## src/rtl/tritone_tpu_pkg.sv

```systemverilog
// Shared types and constants for the ternary TPU datapath: trit encodings
// and the weight-loader state enum.
package tritone_tpu_pkg;

    localparam logic [1:0] TRIT_NEG     = 2'b00;
    localparam logic [1:0] TRIT_ZERO    = 2'b01;
    localparam logic [1:0] TRIT_POS     = 2'b10;
    localparam logic [1:0] TRIT_ILLEGAL = 2'b11;

    typedef enum logic [1:0] {
        WL_IDLE = 2'd0,
        WL_FILL = 2'd1,
        WL_LOAD = 2'd2,
        WL_DONE = 2'd3
    } wl_state_e;

    // The only illegal code is forced to zero so it cannot bias a dot product.
    function automatic logic [1:0] trit_clean(input logic [1:0] t);
        return (t == TRIT_ILLEGAL) ? TRIT_ZERO : t;
    endfunction

endpackage

```

## src/rtl/ternary_weight_loader_if.sv

```systemverilog
// Host-side control, beat stream and array weight-port signals of the loader.
// Stream handshake: a beat transfers on a rising clk edge where s_valid and s_ready are both high.
interface ternary_weight_loader_if #(
    parameter int ARRAY_SIZE = 64,
    parameter int WORD_BITS  = 32
);
    localparam int ROW_W = $clog2(ARRAY_SIZE);

    logic                        start;
    logic                        abort;
    logic [ROW_W-1:0]            first_row;
    logic [ROW_W:0]              row_count;
    logic                        s_valid;
    logic                        s_ready;
    logic [WORD_BITS-1:0]        s_data;
    logic                        weight_load;
    logic [ROW_W-1:0]            weight_row;
    logic [ARRAY_SIZE-1:0][1:0]  weights_in;
    logic                        busy;
    logic                        done;
    logic                        code_err;

    modport master (
        output start, abort, first_row, row_count, s_valid, s_data,
        input  s_ready, weight_load, weight_row, weights_in, busy, done, code_err
    );

    modport slave (
        input  start, abort, first_row, row_count, s_valid, s_data,
        output s_ready, weight_load, weight_row, weights_in, busy, done, code_err
    );

endinterface

```

## src/rtl/ternary_trit_sanitize.sv

```systemverilog
// Per-beat trit cleaner: maps the illegal code to zero and flags its presence.
module ternary_trit_sanitize
    import tritone_tpu_pkg::*;
#(
    parameter int WORD_BITS = 32
) (
    input  logic [WORD_BITS-1:0] i_data,
    output logic [WORD_BITS-1:0] o_data,
    output logic                 o_illegal
);
    localparam int TPB = WORD_BITS / 2;

    always_comb begin
        o_data    = '0;
        o_illegal = 1'b0;
        for (int i = 0; i < TPB; i++) begin
            o_data[2*i +: 2] = trit_clean(i_data[2*i +: 2]);
            if (i_data[2*i +: 2] == TRIT_ILLEGAL) begin
                o_illegal = 1'b1;
            end
        end
    end

endmodule

```

## src/rtl/ternary_weight_loader.sv

```systemverilog
// Assembles full array rows from a packed-trit beat stream and writes a
// contiguous, wrapping range of rows into the systolic array.
module ternary_weight_loader
    import tritone_tpu_pkg::*;
#(
    parameter int ARRAY_SIZE = 64,
    parameter int WORD_BITS  = 32
) (
    input  logic                   clk,
    input  logic                   rst_n,
    ternary_weight_loader_if.slave wl,
    output wl_state_e              o_dbg_state
);
    localparam int TPB    = WORD_BITS / 2;
    localparam int BPR    = (2 * ARRAY_SIZE) / WORD_BITS;
    localparam int ROW_W  = $clog2(ARRAY_SIZE);
    localparam int BEAT_W = (BPR > 1) ? $clog2(BPR) : 1;

    wl_state_e                  r_state;
    wl_state_e                  w_next;
    logic [ROW_W-1:0]           r_row_ptr;
    logic [ROW_W:0]             r_rows_left;
    logic [BEAT_W-1:0]          r_beat_idx;
    logic [ARRAY_SIZE-1:0][1:0] r_row_buf;
    logic                       r_code_err;

    logic [WORD_BITS-1:0]       w_clean;
    logic                       w_illegal;
    logic                       w_last_beat;
    logic [ROW_W-1:0]           w_row_next;

    ternary_trit_sanitize #(.WORD_BITS(WORD_BITS)) u_sanitize (
        .i_data    (wl.s_data),
        .o_data    (w_clean),
        .o_illegal (w_illegal)
    );

    assign w_last_beat = (r_beat_idx == BEAT_W'(BPR - 1));
    assign w_row_next  = (r_row_ptr == ROW_W'(ARRAY_SIZE - 1)) ? '0 : r_row_ptr + 1'b1;

    always_ff @(posedge clk or negedge rst_n) begin
        if (!rst_n) begin
            r_state <= WL_IDLE;
        end else begin
            r_state <= w_next;
        end
    end

    always_comb begin
        w_next = r_state;
        case (r_state)
            WL_IDLE: begin
                if (wl.start) begin
                    w_next = (wl.row_count != '0) ? WL_FILL : WL_DONE;
                end
            end
            WL_FILL: begin
                if (wl.s_valid && w_last_beat) begin
                    w_next = WL_LOAD;
                end
            end
            WL_LOAD: begin
                w_next = (r_rows_left == (ROW_W+1)'(1)) ? WL_DONE : WL_FILL;
            end
            WL_DONE: begin
                w_next = WL_IDLE;
            end
            default: begin
                w_next = WL_IDLE;
            end
        endcase
        if (wl.abort) begin
            w_next = WL_IDLE;
        end
    end

    // Abort freezes everything except the beat counter, so a half-filled row is dropped.
    always_ff @(posedge clk or negedge rst_n) begin
        if (!rst_n) begin
            r_row_ptr   <= '0;
            r_rows_left <= '0;
            r_beat_idx  <= '0;
            r_row_buf   <= {ARRAY_SIZE{TRIT_ZERO}};
            r_code_err  <= 1'b0;
        end else if (wl.abort) begin
            r_beat_idx <= '0;
        end else begin
            case (r_state)
                WL_IDLE: begin
                    if (wl.start) begin
                        r_code_err <= 1'b0;
                        if (wl.row_count != '0) begin
                            r_row_ptr   <= wl.first_row;
                            r_rows_left <= wl.row_count;
                            r_beat_idx  <= '0;
                        end
                    end
                end
                WL_FILL: begin
                    if (wl.s_valid) begin
                        r_row_buf[int'(r_beat_idx) * TPB +: TPB] <= w_clean;
                        r_beat_idx <= w_last_beat ? '0 : r_beat_idx + 1'b1;
                        if (w_illegal) begin
                            r_code_err <= 1'b1;
                        end
                    end
                end
                WL_LOAD: begin
                    r_row_ptr   <= w_row_next;
                    r_rows_left <= r_rows_left - 1'b1;
                end
                default: begin
                end
            endcase
        end
    end

    assign wl.s_ready     = (r_state == WL_FILL);
    assign wl.weight_load = (r_state == WL_LOAD);
    assign wl.weight_row  = r_row_ptr;
    assign wl.weights_in  = r_row_buf;
    assign wl.busy        = (r_state != WL_IDLE);
    assign wl.done        = (r_state == WL_DONE);
    assign wl.code_err    = r_code_err;
    assign o_dbg_state    = r_state;

endmodule

```

## src/flat_wrapper.sv

```systemverilog
// flat-port wrapper written by rule: the top's interface ports become plain ports
module ternary_weight_loader_flat import tritone_tpu_pkg::*;
#(
    parameter int ARRAY_SIZE = 64,
    parameter int WORD_BITS  = 32
)
  (clk, rst_n, o_dbg_state, wl_start, wl_abort, wl_first_row, wl_row_count, wl_s_valid, wl_s_data, wl_s_ready, wl_weight_load, wl_weight_row, wl_weights_in, wl_busy, wl_done, wl_code_err);
  ternary_weight_loader_if #(.ARRAY_SIZE(ARRAY_SIZE), .WORD_BITS(WORD_BITS)) wl_i ();
  input  logic clk;
  input  logic rst_n;
  output wl_state_e o_dbg_state;
  input wire logic [$bits(wl_i.start)-1:0] wl_start;
  input wire logic [$bits(wl_i.abort)-1:0] wl_abort;
  input wire logic [$bits(wl_i.first_row)-1:0] wl_first_row;
  input wire logic [$bits(wl_i.row_count)-1:0] wl_row_count;
  input wire logic [$bits(wl_i.s_valid)-1:0] wl_s_valid;
  input wire logic [$bits(wl_i.s_data)-1:0] wl_s_data;
  output wire logic [$bits(wl_i.s_ready)-1:0] wl_s_ready;
  output wire logic [$bits(wl_i.weight_load)-1:0] wl_weight_load;
  output wire logic [$bits(wl_i.weight_row)-1:0] wl_weight_row;
  output wire logic [$bits(wl_i.weights_in)-1:0] wl_weights_in;
  output wire logic [$bits(wl_i.busy)-1:0] wl_busy;
  output wire logic [$bits(wl_i.done)-1:0] wl_done;
  output wire logic [$bits(wl_i.code_err)-1:0] wl_code_err;
  assign wl_i.start = wl_start;
  assign wl_i.abort = wl_abort;
  assign wl_i.first_row = wl_first_row;
  assign wl_i.row_count = wl_row_count;
  assign wl_i.s_valid = wl_s_valid;
  assign wl_i.s_data = wl_s_data;
  assign wl_s_ready = wl_i.s_ready;
  assign wl_weight_load = wl_i.weight_load;
  assign wl_weight_row = wl_i.weight_row;
  assign wl_weights_in = wl_i.weights_in;
  assign wl_busy = wl_i.busy;
  assign wl_done = wl_i.done;
  assign wl_code_err = wl_i.code_err;
  ternary_weight_loader #(.ARRAY_SIZE(ARRAY_SIZE), .WORD_BITS(WORD_BITS)) u_core (.clk(clk), .rst_n(rst_n), .wl(wl_i), .o_dbg_state(o_dbg_state));
endmodule
```

## config.mk

```make
export PLATFORM = sky130hd
export DESIGN_NAME = ternary_weight_loader_flat
export DESIGN_NICKNAME = d
export VERILOG_FILES = /design/src/rtl/tritone_tpu_pkg.sv /design/src/rtl/ternary_weight_loader_if.sv /design/src/rtl/ternary_trit_sanitize.sv /design/src/rtl/ternary_weight_loader.sv /design/src/flat_wrapper.sv
export SDC_FILE = /design/constraint.sdc
export NUM_CORES = 1
export LEC_CHECK = 0
export CORE_ASPECT_RATIO = 0.6
export CORE_MARGIN = 5
export CORE_UTILIZATION = 40
export DETAILED_ROUTE_END_ITERATION = 6
export GPL_ROUTABILITY_DRIVEN = 1
export GPL_TIMING_DRIVEN = 0
export PLACE_DENSITY = 0.69
export SYNTH_ARGS = -nofsm -noshare
export SYNTH_HDL_FRONTEND = slang
export SYNTH_SLANG_ARGS = --single-unit
export TNS_END_PERCENT = 1
```

## constraint.sdc

```tcl
create_clock -name clk -period 2.45 [get_ports clk]
set_input_delay 0.49 -clock clk [delete_from_list [all_inputs] [get_ports clk]]
set_output_delay 0.49 -clock clk [all_outputs]
set_load 0.02 [all_outputs]
```

==> summary.txt <==
Die Wd: 173 um
Critical Path End Type: primary output
Slew Limit Fails: 0
Max cap viols: 0
Antenna Cells: 0
Worst Path Max Fanout: 10
Largest net degree at the start of global routing: 105
P per Cell Area: 683 nW/um2
Min cycle time layout: 2.37 ns
FFs w/ async S/R, synth: 100%
Die ar.: 18700 um2
Critical path launch point: u_core.o_dbg_state[1]
Setup Crit Path Kind: flip-flop to primary output
Top_reg_cell synth: dfrtp_1
CP startpoint kind: flip-flop
Vias in the first global route: 6099
Peak supply drop: 489 uV
Number of remaining DRC errors: 0
Longest Clk Path Bufs: 2
CP Capture Point: wl_s_ready
DRT antenna net count: 0
Syn Area/Cell: 9.88 um2
# Post-CTS Setup Buffers: 0
Area Overhead vs Synth: 42.8%
Drt first pass iters: 6
Slew HR: 58.4%
Initial antenna violation count: 0
CTS tree: done
H-tree depth: 4
CP required: 1.96 ns
Share of cells above drive strength 1: 14.1%
#FFs+latches synth: 146
HPWL Detailed: 17.5 mm
Leakage Power: 0.00358 uW
Final period utilization: 96.8%
Clk slew on worst S/H paths: 0.06 ns
Crit-path max cell delay: 0.43 ns
Synth area leaders: dfrtp_1 (32%), dfstp_2 (26%), nand2_1 (11%)
Crit path DAT: 1.88 ns
Hold Fails Final Rpt: 0
Final Setup Violations: 0
WL per Instance: 21.7 um
RD Place Congestion: 0.900
Via count: 6107
Sequential share of the synthesized area: 58.4%
RSZ-0062 raised after global routing: yes
CP Depth: 4
Most frequent cell after synthesis: nand2_1
Mapped Cells: 647
Ys Warns: 0
Family with the most delay on the worst path: buffers and inverters
Total wire length: 23.3 mm
Post-Syn Nets: 706
Final setup margin: 0.0772 ns
Number of different library cells in the post-synthesis netlist: 49
Remaining Overflow, GRT: 0
Worst Hold Class: flip-flop to flip-flop
Non-Filler Instances: 1073
Die height: 108 um
Crit path buf inv count: 3
IO Port Bufs: 190
CP cell instances: buf_6 -> clkbuf_1 -> nor2_1 -> dlygate4sd2_1
First-pass GRT wire length: 35.6 mm
Core Rows: 35
Post-synth top cells: nand2_1 (183), dfrtp_1 (82), o21ai_0 (72)
Max Fclk: 421 MHz
DP Worst Slack: -0.206 ns
R2R depth: 6
Clk_lat worst skew: 0.42 ns
Placed cell count: 1041
Worst reg2reg startpoint: u_core.r_beat_idx[0]
Sink Count: 146
Io pins: 191
CTS Buf Count: 17
Post-Synthesis Cell Area: 6390 um2
Clock Tree Root: clkbuf_16
Critical Path Slowest Stage Cell: clkbuf_1
Reg2Reg Setup Slack: 0.22 ns
Global Route Usage Sum: 24.7%
Worst Skew: 0.0107 ns
Core region area: 15500 um2
Number of synthesized flops with an enable pin: 0
Via density: 5.69
Nets@finish: 916
Status: finished clean
Slew of the pin with the lowest slew margin: 0.608 ns
Area share of the largest cell type after synthesis: 32.1%
Worst R2R End: u_core.wl.weights_in[111]
Initial drt markers: 750
Area leader, netlist: dfrtp_1
Initial Utilization: 41.2%
-- cells in the final DEF (no fill, tap or decap), types with 3 or more instances in the layout --
master | netlist | layout
a21oi_1 | 16 | 16
a22o_1 | 16 | 16
a22oi_1 | 8 | 8
a31oi_1 | 4 | 4
and2_1 | 3 | 3
buf_2 | 5 | 6
buf_6 | 3 | 4
clkbuf_1 | 32 | 31
clkbuf_16 | 0 | 17
clkbuf_2 | 0 | 5
clkdlybuf4s50_1 | 0 | 185
clkinv_2 | 0 | 5
clkinv_4 | 0 | 3
dfrtp_1 | 82 | 80
dfstp_2 | 64 | 64
ha_1 | 9 | 9
inv_1 | 7 | 6
nand2_1 | 183 | 183
nand2b_1 | 18 | 18
nand3_1 | 8 | 8
nand4_1 | 4 | 4
nor2_1 | 14 | 14
nor2b_1 | 3 | 3
nor3_1 | 5 | 4
nor4_1 | 5 | 5
o211ai_1 | 3 | 3
o21ai_0 | 72 | 72
o31ai_1 | 48 | 48
or2_2 | 4 | 4
or3_1 | 3 | 3
-- sequential cells by signal, summed over array words and instances (netlist names) --
signal	count
u_core.r_rows_left	7
u_core.o_dbg_state	2
u_core.wl.weight_row	6
u_core.wl.weights_in	128
u_core.wl.code_err	1
u_core.r_beat_idx	2
-- per-layer routing --
metal	track usage, %	wire length, um
met1	35.3	10500
met2	35.9	9740
met3	7.51	2460
met4	8.20	506
met5	0	0
-- power by group --
part           internal, uW  switching (uW)
Combinational           455             610
Sequential             2630             149
Clock                  1390             998
Total                  4480            1760
-- cells by family after synthesis --
| logic type | share of synthesized area [%] |
|---|---|
| muxes | 0.176 |
| adders and majority gates | 1.76 |
| and+or+nand+nor | 17.9 |
| buffers and inverters | 3.39 |
| DFF | 58.4 |
| AOI/OAI and AO/OA | 18.4 |
-- metrics by stage --
stage,utilization (%),power [uW],TNS (ns),hold WS [ns],area (um2)
CTS,58.8,6250,-0.0170,0.479,9120
floorplan,-,3240,0,0.194,6390
global placement,55.1,3830,-571.41,0.454,8550
finish,58.9,6230,0,0.476,9130
detailed placement,55.3,3870,-14.10,0.431,8570
global route,58.9,6470,-0.0403,0.488,9130
-- tightest hold or removal path: cells and delay by family (launching register included) --
kind            cells  cell delay [ns]
flops               1             0.34
compound gates      1             0.05
simple gates        1             0.05
-- what timing repair did --
item                       in CTS  in global routing
setup endpoints to repair       4                 33
hold endpoints to repair       38                  0
resized for setup               8                 11
cloned                          0                  0
hold buffers                    1                  0
pin swaps                       0                  0
-- layout make-up --
class	count	area [um2]
sequential	146	3740
clock buffer	22	444
inverter	7	30.0
timing repair buffer	192	1940
buffer	41	193
multi-input combinational	452	2440
tap	203	254
fill	1308	6380
clock inverter	10	88.8
-- how the worst min path moves through the flow --
stage	start	to	slack, ns	cells past startpoint
2_1_floorplan	rst_n	u_core.o_dbg_state[0]	0.19	0
3_3_place_gp	u_core.wl.weights_in[20]	u_core.wl.weights_in[20]	0.45	2
3_5_place_dp	rst_n	u_core.wl.weights_in[35]	0.43	1
4_1_cts	u_core.wl.weights_in[23]	u_core.wl.weights_in[23]	0.48	2
5_1_grt	u_core.wl.weights_in[28]	u_core.wl.weights_in[28]	0.49	2
6_report	u_core.wl.weights_in[23]	u_core.wl.weights_in[23]	0.48	2
Power figures use the tool's default switching activity.
